<file path="config.mk">
export PLATFORM = sky130hd
export DESIGN_NAME = alu_arbiter_flat
export DESIGN_NICKNAME = d
export VERILOG_FILES = /design/src/rtl/alu_arbiter_if.sv /design/src/rtl/alu_arbiter.sv /design/src/flat_wrapper.sv
export SDC_FILE = /design/constraint.sdc
export NUM_CORES = 1
export LEC_CHECK = 0
export ABC_AREA = 1
export CORE_AREA = 2 2 114 116
export CTS_BUF_LIST = sky130_fd_sc_hd__clkbuf_4 sky130_fd_sc_hd__clkbuf_8
export CTS_CLUSTER_SIZE = 30
export DETAILED_ROUTE_END_ITERATION = 10
export DIE_AREA = 0 0 116 118
export DONT_BUFFER_PORTS = 1
export HOLD_SLACK_MARGIN = 0.03
export PLACE_DENSITY = 0.54
export SLEW_MARGIN = 20
export SYNTH_ARGS = -nofsm -noshare
export SYNTH_HDL_FRONTEND = slang
export SYNTH_SLANG_ARGS = --single-unit
</file>
<file path="constraint.sdc">
create_clock -name clk -period 6.6 [get_ports clk]
set_input_delay 1.65 -clock clk [delete_from_list [all_inputs] [get_ports clk]]
set_output_delay 1.65 -clock clk [all_outputs]
set_load 0.005 [all_outputs]
</file>
<file path="src/rtl/alu_arbiter_if.sv">
// Bundle of the two requester ports, the shared response bus and the ALU
// hookup for alu_arbiter. The slave modport is the arbiter's view; the master
// modport is the requesters plus the combinational ALU.
`timescale 1ns/1ps
interface alu_arbiter_if #(
    parameter int W = 32
);
    // Requester 0
    logic         r0_valid;
    logic         r0_ready;
    logic [5:0]   r0_fn;
    logic [W-1:0] r0_a;
    logic [W-1:0] r0_b;
    logic         r0_rsp_valid;
    logic         r0_rsp_ready;

    // Requester 1
    logic         r1_valid;
    logic         r1_ready;
    logic [5:0]   r1_fn;
    logic [W-1:0] r1_a;
    logic [W-1:0] r1_b;
    logic         r1_rsp_valid;
    logic         r1_rsp_ready;

    // Shared response payload
    logic [W-1:0] rsp_data;
    logic         rsp_z;
    logic         rsp_v;
    logic         rsp_n;
    logic         rsp_err;

    // ALU hookup
    logic [5:0]   alu_fn;
    logic [W-1:0] alu_a;
    logic [W-1:0] alu_b;
    logic [W-1:0] alu_res;
    logic         alu_z;
    logic         alu_v;
    logic         alu_n;

    logic         busy;

    modport slave (
        input  r0_valid, r0_fn, r0_a, r0_b, r0_rsp_ready,
        input  r1_valid, r1_fn, r1_a, r1_b, r1_rsp_ready,
        output r0_ready, r0_rsp_valid, r1_ready, r1_rsp_valid,
        output rsp_data, rsp_z, rsp_v, rsp_n, rsp_err,
        output alu_fn, alu_a, alu_b,
        input  alu_res, alu_z, alu_v, alu_n,
        output busy
    );

    modport master (
        output r0_valid, r0_fn, r0_a, r0_b, r0_rsp_ready,
        output r1_valid, r1_fn, r1_a, r1_b, r1_rsp_ready,
        input  r0_ready, r0_rsp_valid, r1_ready, r1_rsp_valid,
        input  rsp_data, rsp_z, rsp_v, rsp_n, rsp_err,
        input  alu_fn, alu_a, alu_b,
        output alu_res, alu_z, alu_v, alu_n,
        input  busy
    );
endinterface

</file>
<file path="src/rtl/alu_arbiter.sv">
// Round-robin arbiter/sequencer sharing one combinational ALU between two
// requesters. One operation in flight: IDLE accepts, EXEC lets the ALU settle
// for one cycle and captures its result, RESP holds the result until the
// owning requester takes it.
`timescale 1ns/1ps
module alu_arbiter #(
    parameter int W = 32
) (
    input  logic          clk,
    input  logic          reset,
    alu_arbiter_if.slave  bus
);

    typedef enum logic [1:0] {
        IDLE = 2'd0,
        EXEC = 2'd1,
        RESP = 2'd2
    } state_t;

    state_t       state;
    state_t       next_state;

    logic         prio;      // requester that wins a tie
    logic         owner;     // requester of the operation in flight
    logic         err_q;     // operation in flight carries an illegal fn
    logic         busy_q;

    logic [5:0]   alu_fn_q;
    logic [W-1:0] alu_a_q;
    logic [W-1:0] alu_b_q;

    logic [W-1:0] rsp_data_q;
    logic         rsp_z_q;
    logic         rsp_v_q;
    logic         rsp_n_q;
    logic         rsp_err_q;

    logic         grant;     // index of the requester that would win now
    logic         any_valid;
    logic         accept;
    logic         rsp_done;

    logic [5:0]   sel_fn;
    logic [W-1:0] sel_a;
    logic [W-1:0] sel_b;

    function automatic logic legal_fn(input logic [5:0] fn);
        case (fn)
            6'b000000, 6'b000001, 6'b000010,             // ADD SUB MUL
            6'b011000, 6'b011110, 6'b010110, 6'b011010,  // AND OR XOR A
            6'b100000, 6'b100001, 6'b100011,             // SHL SHR SRA
            6'b110011, 6'b110101, 6'b110111:             // CMPEQ CMPLT CMPLE
                legal_fn = 1'b1;
            default:
                legal_fn = 1'b0;
        endcase
    endfunction

    // Lone valid requester wins; on a tie prio decides.
    assign any_valid = bus.r0_valid | bus.r1_valid;
    assign grant     = (bus.r0_valid & bus.r1_valid) ? prio : bus.r1_valid;
    assign accept    = (state == IDLE) & any_valid;
    assign rsp_done  = (state == RESP) & (owner ? bus.r1_rsp_ready : bus.r0_rsp_ready);

    assign sel_fn = grant ? bus.r1_fn : bus.r0_fn;
    assign sel_a  = grant ? bus.r1_a  : bus.r0_a;
    assign sel_b  = grant ? bus.r1_b  : bus.r0_b;

    // State register and registered busy flag.
    always_ff @(posedge clk or posedge reset) begin
        // NOTE: sequential state uses <= so every flop samples pre-edge values.
        if (reset) begin
            state  <= IDLE;
            busy_q <= 1'b0;
        end else begin
            state  <= next_state;
            busy_q <= (next_state != IDLE);
        end
    end

    // Next-state logic.
    always_comb begin
        // NOTE: default assignment first so no path leaves next_state unassigned (no latch).
        next_state = state;
        case (state)
            IDLE:    if (accept)   next_state = EXEC;
            EXEC:                  next_state = RESP;
            RESP:    if (rsp_done) next_state = IDLE;
            default:               next_state = IDLE;
        endcase
    end

    // Handshake outputs; ready is forced low while reset is asserted.
    always_comb begin
        bus.r0_ready     = 1'b0;
        bus.r1_ready     = 1'b0;
        bus.r0_rsp_valid = 1'b0;
        bus.r1_rsp_valid = 1'b0;
        if (state == IDLE && !reset) begin
            bus.r0_ready = bus.r0_valid & ~grant;
            bus.r1_ready = bus.r1_valid &  grant;
        end
        if (state == RESP) begin
            bus.r0_rsp_valid = ~owner;
            bus.r1_rsp_valid =  owner;
        end
    end

    // Operand capture on accept, result capture at the end of EXEC, prio update on response.
    always_ff @(posedge clk or posedge reset) begin
        // NOTE: datapath registers are reset too because their reset values are visible outputs.
        if (reset) begin
            prio       <= 1'b0;
            owner      <= 1'b0;
            err_q      <= 1'b0;
            alu_fn_q   <= '0;
            alu_a_q    <= '0;
            alu_b_q    <= '0;
            rsp_data_q <= '0;
            rsp_z_q    <= 1'b0;
            rsp_v_q    <= 1'b0;
            rsp_n_q    <= 1'b0;
            rsp_err_q  <= 1'b0;
        end else begin
            if (accept) begin
                alu_fn_q <= sel_fn;
                alu_a_q  <= sel_a;
                alu_b_q  <= sel_b;
                owner    <= grant;
                err_q    <= ~legal_fn(sel_fn);
            end
            if (state == EXEC) begin
                if (err_q) begin
                    rsp_data_q <= '0;
                    rsp_z_q    <= 1'b0;
                    rsp_v_q    <= 1'b0;
                    rsp_n_q    <= 1'b0;
                    rsp_err_q  <= 1'b1;
                end else begin
                    rsp_data_q <= bus.alu_res;
                    rsp_z_q    <= bus.alu_z;
                    rsp_v_q    <= bus.alu_v;
                    rsp_n_q    <= bus.alu_n;
                    rsp_err_q  <= 1'b0;
                end
            end
            if (rsp_done) begin
                prio <= ~owner;
            end
        end
    end

    assign bus.alu_fn   = alu_fn_q;
    assign bus.alu_a    = alu_a_q;
    assign bus.alu_b    = alu_b_q;
    assign bus.rsp_data = rsp_data_q;
    assign bus.rsp_z    = rsp_z_q;
    assign bus.rsp_v    = rsp_v_q;
    assign bus.rsp_n    = rsp_n_q;
    assign bus.rsp_err  = rsp_err_q;
    assign bus.busy     = busy_q;

endmodule

</file>
<file path="src/flat_wrapper.sv">
// flat-port wrapper written by rule: the top's interface ports become plain ports
module alu_arbiter_flat 
#(
    parameter int W = 32
)
  (clk, reset, bus_r0_valid, bus_r0_fn, bus_r0_a, bus_r0_b, bus_r0_rsp_ready, bus_r1_valid, bus_r1_fn, bus_r1_a, bus_r1_b, bus_r1_rsp_ready, bus_r0_ready, bus_r0_rsp_valid, bus_r1_ready, bus_r1_rsp_valid, bus_rsp_data, bus_rsp_z, bus_rsp_v, bus_rsp_n, bus_rsp_err, bus_alu_fn, bus_alu_a, bus_alu_b, bus_alu_res, bus_alu_z, bus_alu_v, bus_alu_n, bus_busy);
  alu_arbiter_if #(.W(W)) bus_i ();
  input  logic clk;
  input  logic reset;
  input wire logic [$bits(bus_i.r0_valid)-1:0] bus_r0_valid;
  input wire logic [$bits(bus_i.r0_fn)-1:0] bus_r0_fn;
  input wire logic [$bits(bus_i.r0_a)-1:0] bus_r0_a;
  input wire logic [$bits(bus_i.r0_b)-1:0] bus_r0_b;
  input wire logic [$bits(bus_i.r0_rsp_ready)-1:0] bus_r0_rsp_ready;
  input wire logic [$bits(bus_i.r1_valid)-1:0] bus_r1_valid;
  input wire logic [$bits(bus_i.r1_fn)-1:0] bus_r1_fn;
  input wire logic [$bits(bus_i.r1_a)-1:0] bus_r1_a;
  input wire logic [$bits(bus_i.r1_b)-1:0] bus_r1_b;
  input wire logic [$bits(bus_i.r1_rsp_ready)-1:0] bus_r1_rsp_ready;
  output wire logic [$bits(bus_i.r0_ready)-1:0] bus_r0_ready;
  output wire logic [$bits(bus_i.r0_rsp_valid)-1:0] bus_r0_rsp_valid;
  output wire logic [$bits(bus_i.r1_ready)-1:0] bus_r1_ready;
  output wire logic [$bits(bus_i.r1_rsp_valid)-1:0] bus_r1_rsp_valid;
  output wire logic [$bits(bus_i.rsp_data)-1:0] bus_rsp_data;
  output wire logic [$bits(bus_i.rsp_z)-1:0] bus_rsp_z;
  output wire logic [$bits(bus_i.rsp_v)-1:0] bus_rsp_v;
  output wire logic [$bits(bus_i.rsp_n)-1:0] bus_rsp_n;
  output wire logic [$bits(bus_i.rsp_err)-1:0] bus_rsp_err;
  output wire logic [$bits(bus_i.alu_fn)-1:0] bus_alu_fn;
  output wire logic [$bits(bus_i.alu_a)-1:0] bus_alu_a;
  output wire logic [$bits(bus_i.alu_b)-1:0] bus_alu_b;
  input wire logic [$bits(bus_i.alu_res)-1:0] bus_alu_res;
  input wire logic [$bits(bus_i.alu_z)-1:0] bus_alu_z;
  input wire logic [$bits(bus_i.alu_v)-1:0] bus_alu_v;
  input wire logic [$bits(bus_i.alu_n)-1:0] bus_alu_n;
  output wire logic [$bits(bus_i.busy)-1:0] bus_busy;
  assign bus_i.r0_valid = bus_r0_valid;
  assign bus_i.r0_fn = bus_r0_fn;
  assign bus_i.r0_a = bus_r0_a;
  assign bus_i.r0_b = bus_r0_b;
  assign bus_i.r0_rsp_ready = bus_r0_rsp_ready;
  assign bus_i.r1_valid = bus_r1_valid;
  assign bus_i.r1_fn = bus_r1_fn;
  assign bus_i.r1_a = bus_r1_a;
  assign bus_i.r1_b = bus_r1_b;
  assign bus_i.r1_rsp_ready = bus_r1_rsp_ready;
  assign bus_r0_ready = bus_i.r0_ready;
  assign bus_r0_rsp_valid = bus_i.r0_rsp_valid;
  assign bus_r1_ready = bus_i.r1_ready;
  assign bus_r1_rsp_valid = bus_i.r1_rsp_valid;
  assign bus_rsp_data = bus_i.rsp_data;
  assign bus_rsp_z = bus_i.rsp_z;
  assign bus_rsp_v = bus_i.rsp_v;
  assign bus_rsp_n = bus_i.rsp_n;
  assign bus_rsp_err = bus_i.rsp_err;
  assign bus_alu_fn = bus_i.alu_fn;
  assign bus_alu_a = bus_i.alu_a;
  assign bus_alu_b = bus_i.alu_b;
  assign bus_i.alu_res = bus_alu_res;
  assign bus_i.alu_z = bus_alu_z;
  assign bus_i.alu_v = bus_alu_v;
  assign bus_i.alu_n = bus_alu_n;
  assign bus_busy = bus_i.busy;
  alu_arbiter #(.W(W)) u_core (.clk(clk), .reset(reset), .bus(bus_i));
endmodule
</file>
==> flow_metrics.tcl <==
set metrics [dict create \
    p_int_mw 1.429 \
    routed_wl_mm 12.73 \
    areaGrowthSynthToFinish_pct 5.079 \
    total_switching_power_uw 969.8 \
    powerDensity_nw_per_um2 470.4 \
    timing.reg2reg.setup_slack_ns 4.66 \
    grt_util_all_layers_pct 18.16 \
    final_common_cell "sky130_fd_sc_hd__dfrtp_1" \
    start_util_pct 39.09 \
    peak_per_stage_delay_on_the_critical_path_ns 0.65 \
    setup.worst_path.start_class "primary input" \
    synthDistinctLibCells 20 \
    core.rowCount 41 \
    grt_pass1_wl_mm 19.27 \
    synth_seq_area_share_pct 57.75 \
    global_route.peak_usage_layer "met2" \
    final_cell_mix "sky130_fd_sc_hd__dfrtp_1 (112), sky130_fd_sc_hd__nand2_1 (106), sky130_fd_sc_hd__o21ai_0 (78), sky130_fd_sc_hd__nor2_1 (75), sky130_fd_sc_hd__o21ai_1 (56)" \
    worst_path_max_delay_cell "sky130_fd_sc_hd__inv_2" \
    fin_setup_tns_ns 0 \
    criticalPathCategory "in2out" \
    dr.pass1.iters 4 \
    groute.layer.met1.usage_pct 22.40 \
    power.combinational.fraction_pct 30.3 \
    critPathArrivalTime_ns 2.70 \
    routed_wire_length_per_instance_um 18.29 \
    hold_viol_final 0 \
    routabilityCongestion 0.8111 \
    insertedDiodeCount 0 \
    coreArea_um2 12410 \
    die_height_um 118 \
    syn_avg_cell_area_um2 8.971 \
    timing_max_transition_violations_final 0 \
    global_route.overflow_total 0 \
    nNetsFinal 700 \
    max_clock_freq_mhz 230.0 \
    clock_path_buffers 2 \
    critical_path_peak_fanout 66 \
    post_synthesis_cells 541 \
    worst_skew_pair.late_latency_ns 0.37 \
    timing.final.crit_period_ns 4.348 \
    synth_nets 722 \
    setup.worst_path.end_class "output pin" \
    total_setup_violations_reported_at_the_end_of_the_flow 0 \
    ctsHtreeMaxLevel 3 \
    ordered_list_of_cells_on_the_worst_path "nand2_2 -> nand2_2 -> inv_2 -> nor3_1" \
    post_cts_hold_buffer_count 0 \
    cts-buffers-inserted 9 \
    post-dp-hpwl_mm 9.066 \
    postCtsSetupRepairBufs 0 \
    max-cap-violations 0 \
    tightestPinTransition_ns 0.9188 \
    groute.layer.met3.usage_pct 4.943 \
    grt.met2_usage_pct 29.50 \
    synthesis.yosys.warnings 0 \
    io_buffers 0 \
    critical_path.most_common_cell "sky130_fd_sc_hd__nand2_2" \
    min-delay-path-class "reg2reg" \
    cts_num_sinks 112 \
    postPlaceCellArea_um2 4922 \
    final_layout_size_suffix_gt1_share_pct 5.725 \
    swShare_pct 40.43 \
    ant_nets 0 \
    postSynthRegisterBits 112 \
    num_vias 3684 \
    power_frac_clock_pct 15.6 \
    largest_net_degree_at_the_start_of_global_routing 75 \
    root_buffer "sky130_fd_sc_hd__clkbuf_8" \
    layout_worst_path_cycle_share_pct 65.88 \
    io_pins 292 \
    tritoncts_clock_tree "yes" \
    syn-cell-area_um2 4853 \
    power.total_mw 2.399 \
    total_leakage_power_nw 2.365 \
    maxSlewHeadroom_pct 38.75 \
    cts_resized 0 \
    worstPathRequired_ns 4.95 \
    final_design_area_no_fill_um2 5100 \
    floorplan.die_area_um2 13690 \
    vias_in_the_first_global_route 3580 \
    remaining_drc_errors 0 \
    run_status "finished, final reports clean" \
    initialDrtViolationCount 168 \
    rsz_0062_raised_after_global_routing "no" \
    fin_worst_skew_ns 0.01257 \
    die-width_um 116 \
    route.detailed.vias_per_inst 5.293 \
    antenna_violations_before_repair 0 \
    power_frac_seq_pct 54.0 \
    irDropWorstVdd_uv 142.5 \
    clk_pin_slew_ns 0.09 \
]
[cells in the mapped netlist]
cell | number | area share [%]
sky130_fd_sc_hd__dfrtp_1 | 112 | 58
sky130_fd_sc_hd__nand2_1 | 106 | 8.2
sky130_fd_sc_hd__o21ai_0 | 78 | 8.0
sky130_fd_sc_hd__nor2_1 | 75 | 5.8
sky130_fd_sc_hd__o21ai_1 | 56 | 5.8
sky130_fd_sc_hd__a22o_1 | 35 | 6.3
sky130_fd_sc_hd__buf_2 | 17 | 1.8
sky130_fd_sc_hd__inv_1 | 17 | 1.3
sky130_fd_sc_hd__clkbuf_1 | 13 | 1.0
sky130_fd_sc_hd__nand3_1 | 10 | 1.0
sky130_fd_sc_hd__nand3b_1 | 5 | 0.77
sky130_fd_sc_hd__buf_4 | 4 | 0.62
sky130_fd_sc_hd__buf_1 | 3 | 0.23
sky130_fd_sc_hd__inv_2 | 3 | 0.23
sky130_fd_sc_hd__nand2_2 | 2 | 0.26
sky130_fd_sc_hd__a21oi_1 | 1 | 0.10
sky130_fd_sc_hd__a21oi_4 | 1 | 0.34
sky130_fd_sc_hd__buf_6 | 1 | 0.23
sky130_fd_sc_hd__nor2_2 | 1 | 0.13
sky130_fd_sc_hd__nor3_1 | 1 | 0.10
[layout make-up]
cell class / count / area (µm²)
clock buffers: 11 / 145.1
clock inverters: 5 / 32.53
fillers: 1277 / 7315
inverters: 20 / 77.57
multi-input cells: 371 / 1789
flip-flops and latches: 112 / 2803
well taps: 172 / 215.2
repair buffers: 5 / 37.54
[kinds of logic after synthesis]
kind of cell | Yosys count | share of synthesized area, %
AND/OR/NAND/NOR | 200 | 16.29
flip-flops | 112 | 57.75
buffers and inverters | 58 | 5.388
AO/OA/AOI/OAI | 171 | 20.57
[power by group through the flow]
stage          Combinational [mW]  Sequential (mW)  Clock, mW
3_5_place_dp                0.749             1.31          0
5_1_grt                     0.853             1.33      0.422
4_1_cts                     0.744             1.30      0.393
3_3_place_gp                0.720             1.31          0
2_1_floorplan               0.624             1.21          0
6_report                    0.728             1.30      0.375
[worst paths after layout]
path	startpoint	to	cells past startpoint
min in group asynchronous	reset	u_core.bus.alu_a[21]	1
setup reg to reg	u_core.prio	u_core.err_q	12
hold / removal	u_core.prio	u_core.prio	2
max in group asynchronous	reset	u_core.bus.alu_a[22]	2
setup / recovery	bus_r0_valid	bus_r0_ready	4
hold reg to reg	u_core.prio	u_core.prio	2
[layer usage]
layer,part of all wire [%],vias up
met3,9.4,23
li1,-,1752
met2,48,198
met5,0,-
met1,40,1711
met4,2.6,0
[sequential cells by signal, indices dropped and copies added (netlist names)]
name and cells:
u_core.bus.rsp_z 1, u_core.bus.rsp_data 32, u_core.bus.rsp_v 1, u_core.prio 1, u_core.bus.alu_a 32, u_core.bus.alu_fn 6, u_core.bus.alu_b 32, u_core.bus.rsp_n 1
u_core.err_q 1, u_core.bus.rsp_err 1, u_core.bus.busy 1, u_core.owner 1, u_core.state 2
[stage by stage]
step                std cells  hold WS, ns  setup slack [ns]  util, %
floorplan                 541       0.4419            0.4919        -
detailed placement        680       0.4732             2.227    39.65
global placement          680       0.4630             2.274    39.65
CTS                       696       0.5014             2.224    41.08
global route              696       0.5437             2.145    41.08
finish                    696       0.4945             2.252    41.08
[critical path: cells and delay by family]
kind,cells,cell delay (ns)
buf+inv,1,0.65
simple gates,3,0.38
Note: power is estimated with default switching activity, not from simulation.
==> patch, RTL diff (config.mk and constraints unchanged) <==
`W` is set to 32 in 3 places; all go to 24.
--- a/src/rtl/alu_arbiter_if.sv
+++ b/src/rtl/alu_arbiter_if.sv
@@ -4,5 +4,5 @@
 `timescale 1ns/1ps
 interface alu_arbiter_if #(
-    parameter int W = 32
+    parameter int W = 24
 );
     // Requester 0
--- a/src/rtl/alu_arbiter.sv
+++ b/src/rtl/alu_arbiter.sv
@@ -5,5 +5,5 @@
 `timescale 1ns/1ps
 module alu_arbiter #(
-    parameter int W = 32
+    parameter int W = 24
 ) (
     input  logic          clk,
--- a/src/flat_wrapper.sv
+++ b/src/flat_wrapper.sv
@@ -2,5 +2,5 @@
 module alu_arbiter_flat 
 #(
-    parameter int W = 32
+    parameter int W = 24
 )
   (clk, reset, bus_r0_valid, bus_r0_fn, bus_r0_a, bus_r0_b, bus_r0_rsp_ready, bus_r1_valid, bus_r1_fn, bus_r1_a, bus_r1_b, bus_r1_rsp_ready, bus_r0_ready, bus_r0_rsp_valid, bus_r1_ready, bus_r1_rsp_valid, bus_rsp_data, bus_rsp_z, bus_rsp_v, bus_rsp_n, bus_rsp_err, bus_alu_fn, bus_alu_a, bus_alu_b, bus_alu_res, bus_alu_z, bus_alu_v, bus_alu_n, bus_busy);
Ports: changed (8 resized); port bits go from 292 to 228. No check against the original RTL was run, so the function may have changed too.
==> patch against the unedited design <==
Via count decreased by 18%. Count of clock-buffer cells in the layout decreased by 2. Synthesized area decreased by 19%. Setup slack improved by 420 ps. Maximum frequency increased by 11%. Cell area decreased by 18%. Routed wire length decreased by 17%. Sequential cell count decreased by 24. Power decreased by 11%. Combinational power decreased by 9.2%. Die area unchanged. Critical path type unchanged. Critical endpoint unchanged.
==> patch: results (changes against the unedited design) <==
Status:
- Outcome: finished clean (unchanged).

STA:
- The relative max-transition margin is 41.0% (was 38.7%).
- The largest clock skew in the final design was 16.0 ps (was 12.6 ps).

Setup path:
- The slowest library cell on the worst path is sky130_fd_sc_hd__nand2_8 (was sky130_fd_sc_hd__inv_2).
- The stage delay of the slowest cell on the critical path is 320 ps (was 650 ps).
- The critical path arrival is 2280 ps (was 2700 ps).
- The gate family responsible for the most delay along the worst path is simple AND/OR/NAND/NOR gates (was buffers and inverters).
- The maximum net fanout on the critical path came to 62 (was 66).

Yosys:
- Top cell types by occurrence after synthesis: sky130_fd_sc_hd__a21oi_1 (97), sky130_fd_sc_hd__dfrtp_1 (88), sky130_fd_sc_hd__nand2_1 (88), sky130_fd_sc_hd__nor2_1 (58), sky130_fd_sc_hd__a22o_1 (27) (was sky130_fd_sc_hd__dfrtp_1 (112), sky130_fd_sc_hd__nand2_1 (106), sky130_fd_sc_hd__o21ai_0 (78), sky130_fd_sc_hd__nor2_1 (75), sky130_fd_sc_hd__o21ai_1 (56)).
- The fraction of the yosys area taken by sequential cells is 55.8% (was 57.7%).
- Ranking of synthesized cells by area: sky130_fd_sc_hd__dfrtp_1 (56%), sky130_fd_sc_hd__a21oi_1 (12%), sky130_fd_sc_hd__nand2_1 (8.4%), sky130_fd_sc_hd__a22o_1 (6.0%), sky130_fd_sc_hd__nor2_1 (5.5%) (was sky130_fd_sc_hd__dfrtp_1 (58%), sky130_fd_sc_hd__nand2_1 (8.2%), sky130_fd_sc_hd__o21ai_0 (8.0%), sky130_fd_sc_hd__a22o_1 (6.3%), sky130_fd_sc_hd__nor2_1 (5.8%)).
- The number of warnings issued by yosys is 0 (unchanged).
- The total nets after synthesis is 573 (was 722).
- The leading register cell type out of synthesis is sky130_fd_sc_hd__dfrtp_1 (unchanged).
- The unique cell type count in the Yosys netlist is 22 (was 20).

Cells and area:
- The antenna diode instance count is 0 (unchanged).
- The net count reported at finish is 558 (was 700).
- The layout cell share with drive strength beyond 1 is 8.06% (was 5.73%).

Placement:
- The number of input and output port buffers inserted is 0 (unchanged).
- The HPWL reported at the end of detailed placement came to 7410 microns (was 9070 microns).
- The minimum setup slack after placement is 2650 ps (was 2230 ps).
- The final RePlAce weighted congestion is 0.741 (was 0.811).

Clock tree:
- The number of clock buffers inserted by TritonCTS was 9 (unchanged).
- The H-tree depth is 3 (unchanged).

Power and ir drop:
- The net switching power of the design is 0.855 mW (was 0.970 mW).
- The largest voltage drop on the vdd net was 0.000194 V (was 0.000143 V).
- The reported leakage power is 1.88 nW (was 2.37 nW).

Global routing:
- The global-route total usage across every layer came to 15.4% (was 18.2%).
- The first-pass GRT wire length was 16000 microns (was 19300 microns).
- The pin count of the biggest net entering global routing is 66 (was 75).

Drt:
- The number of DRC markers after the initial detailed-route iteration is 138 (was 168).
- The detailed-route wire length per cell is 17.8 microns (was 18.3 microns).
- The total via count after detailed routing is 3025 (was 3684).
==> patch: changes by cell type in the layout (fill, tap and decap cells not counted), sizes merged, moves of 3 or more <==
cell / before / now
nand3b: 5 / 2
inv: 20 / 16
nand2: 108 / 95
a21oi: 2 / 97
nor2: 76 / 60
o21ai: 134 / 8
a22o: 35 / 27
dfrtp: 112 / 88
==> patch: routing by layer <==
metal / routed length, microns / up-vias / global-route usage, %
li1: - / 1408 / -
met1: 4060 / 1431 / 17.5
met2: 5140 / 174 / 25.5
met3: 1170 / 12 / 6.13
met4: 181 / 0 / 6.25
met5: 0 / - / 0
==> patch: path summary, 6_finish.rpt <==
| path | start | end | slack [ps] | cells after the start |
|---|---|---|---|---|
| max | bus_r0_valid | bus_r0_ready | 2670 | 4 |
| max reg2reg | u_core.state[1] | u_core.err_q | 4270 | 8 |
| min in group asynchronous | reset | u_core.bus.alu_a[8] | 1350 | 2 |
| max in group asynchronous | reset | u_core.bus.alu_a[2] | 4280 | 3 |
| min | u_core.prio | u_core.prio | 500 | 2 |
| min reg2reg | u_core.prio | u_core.prio | 500 | 2 |
==> patch: tightest hold or removal path, cell delays in order (launching register included) <==
cell	delay, ps
sky130_fd_sc_hd__dfrtp_1	360
sky130_fd_sc_hd__nand2_1	60
sky130_fd_sc_hd__nand2_1	50
==> patch: stage by stage <==
step                      hold WS (ps)  std cells  power, mW  utilization (%)  area (sq um)
after CTS                          501        594       2.17             33.8          4200
after floorplan                    442        432       1.58                -          3940
after global routing               517        594       2.32             33.8          4200
after detailed placement           475        578       1.73             32.0          3970
after global placement             465        578       1.71             32.0          3970
final                              497        594       2.14             33.8          4200
==> patch: layout make-up <==
type	count	area (sq um)
clock buffer	9	124
clock inverter	7	103
fill	1346	8210
inverter	15	57.6
multi-input combinational	300	1480
sequential	88	2200
tap	172	215
timing repair buffer	3	22.5
==> patch: kinds of logic after synthesis <==
| group | count (synthesis) | share of synthesized area, % |
|---|---|---|
| AO/OA/AOI/OAI | 132 | 19.5 |
| flip-flops | 88 | 55.8 |
| buffers and inverters | 44 | 6.92 |
| AND/OR/NAND/NOR | 168 | 17.7 |
==> patch: power groups by stage <==
stage / clock network (mW) / registers [mW] / logic (mW)
5_1_grt: 0.469 / 1.10 / 0.757
4_1_cts: 0.441 / 1.06 / 0.667
6_report: 0.425 / 1.05 / 0.661
3_3_place_gp: 0 / 1.07 / 0.641
3_5_place_dp: 0 / 1.06 / 0.671
2_1_floorplan: 0 / 0.985 / 0.591
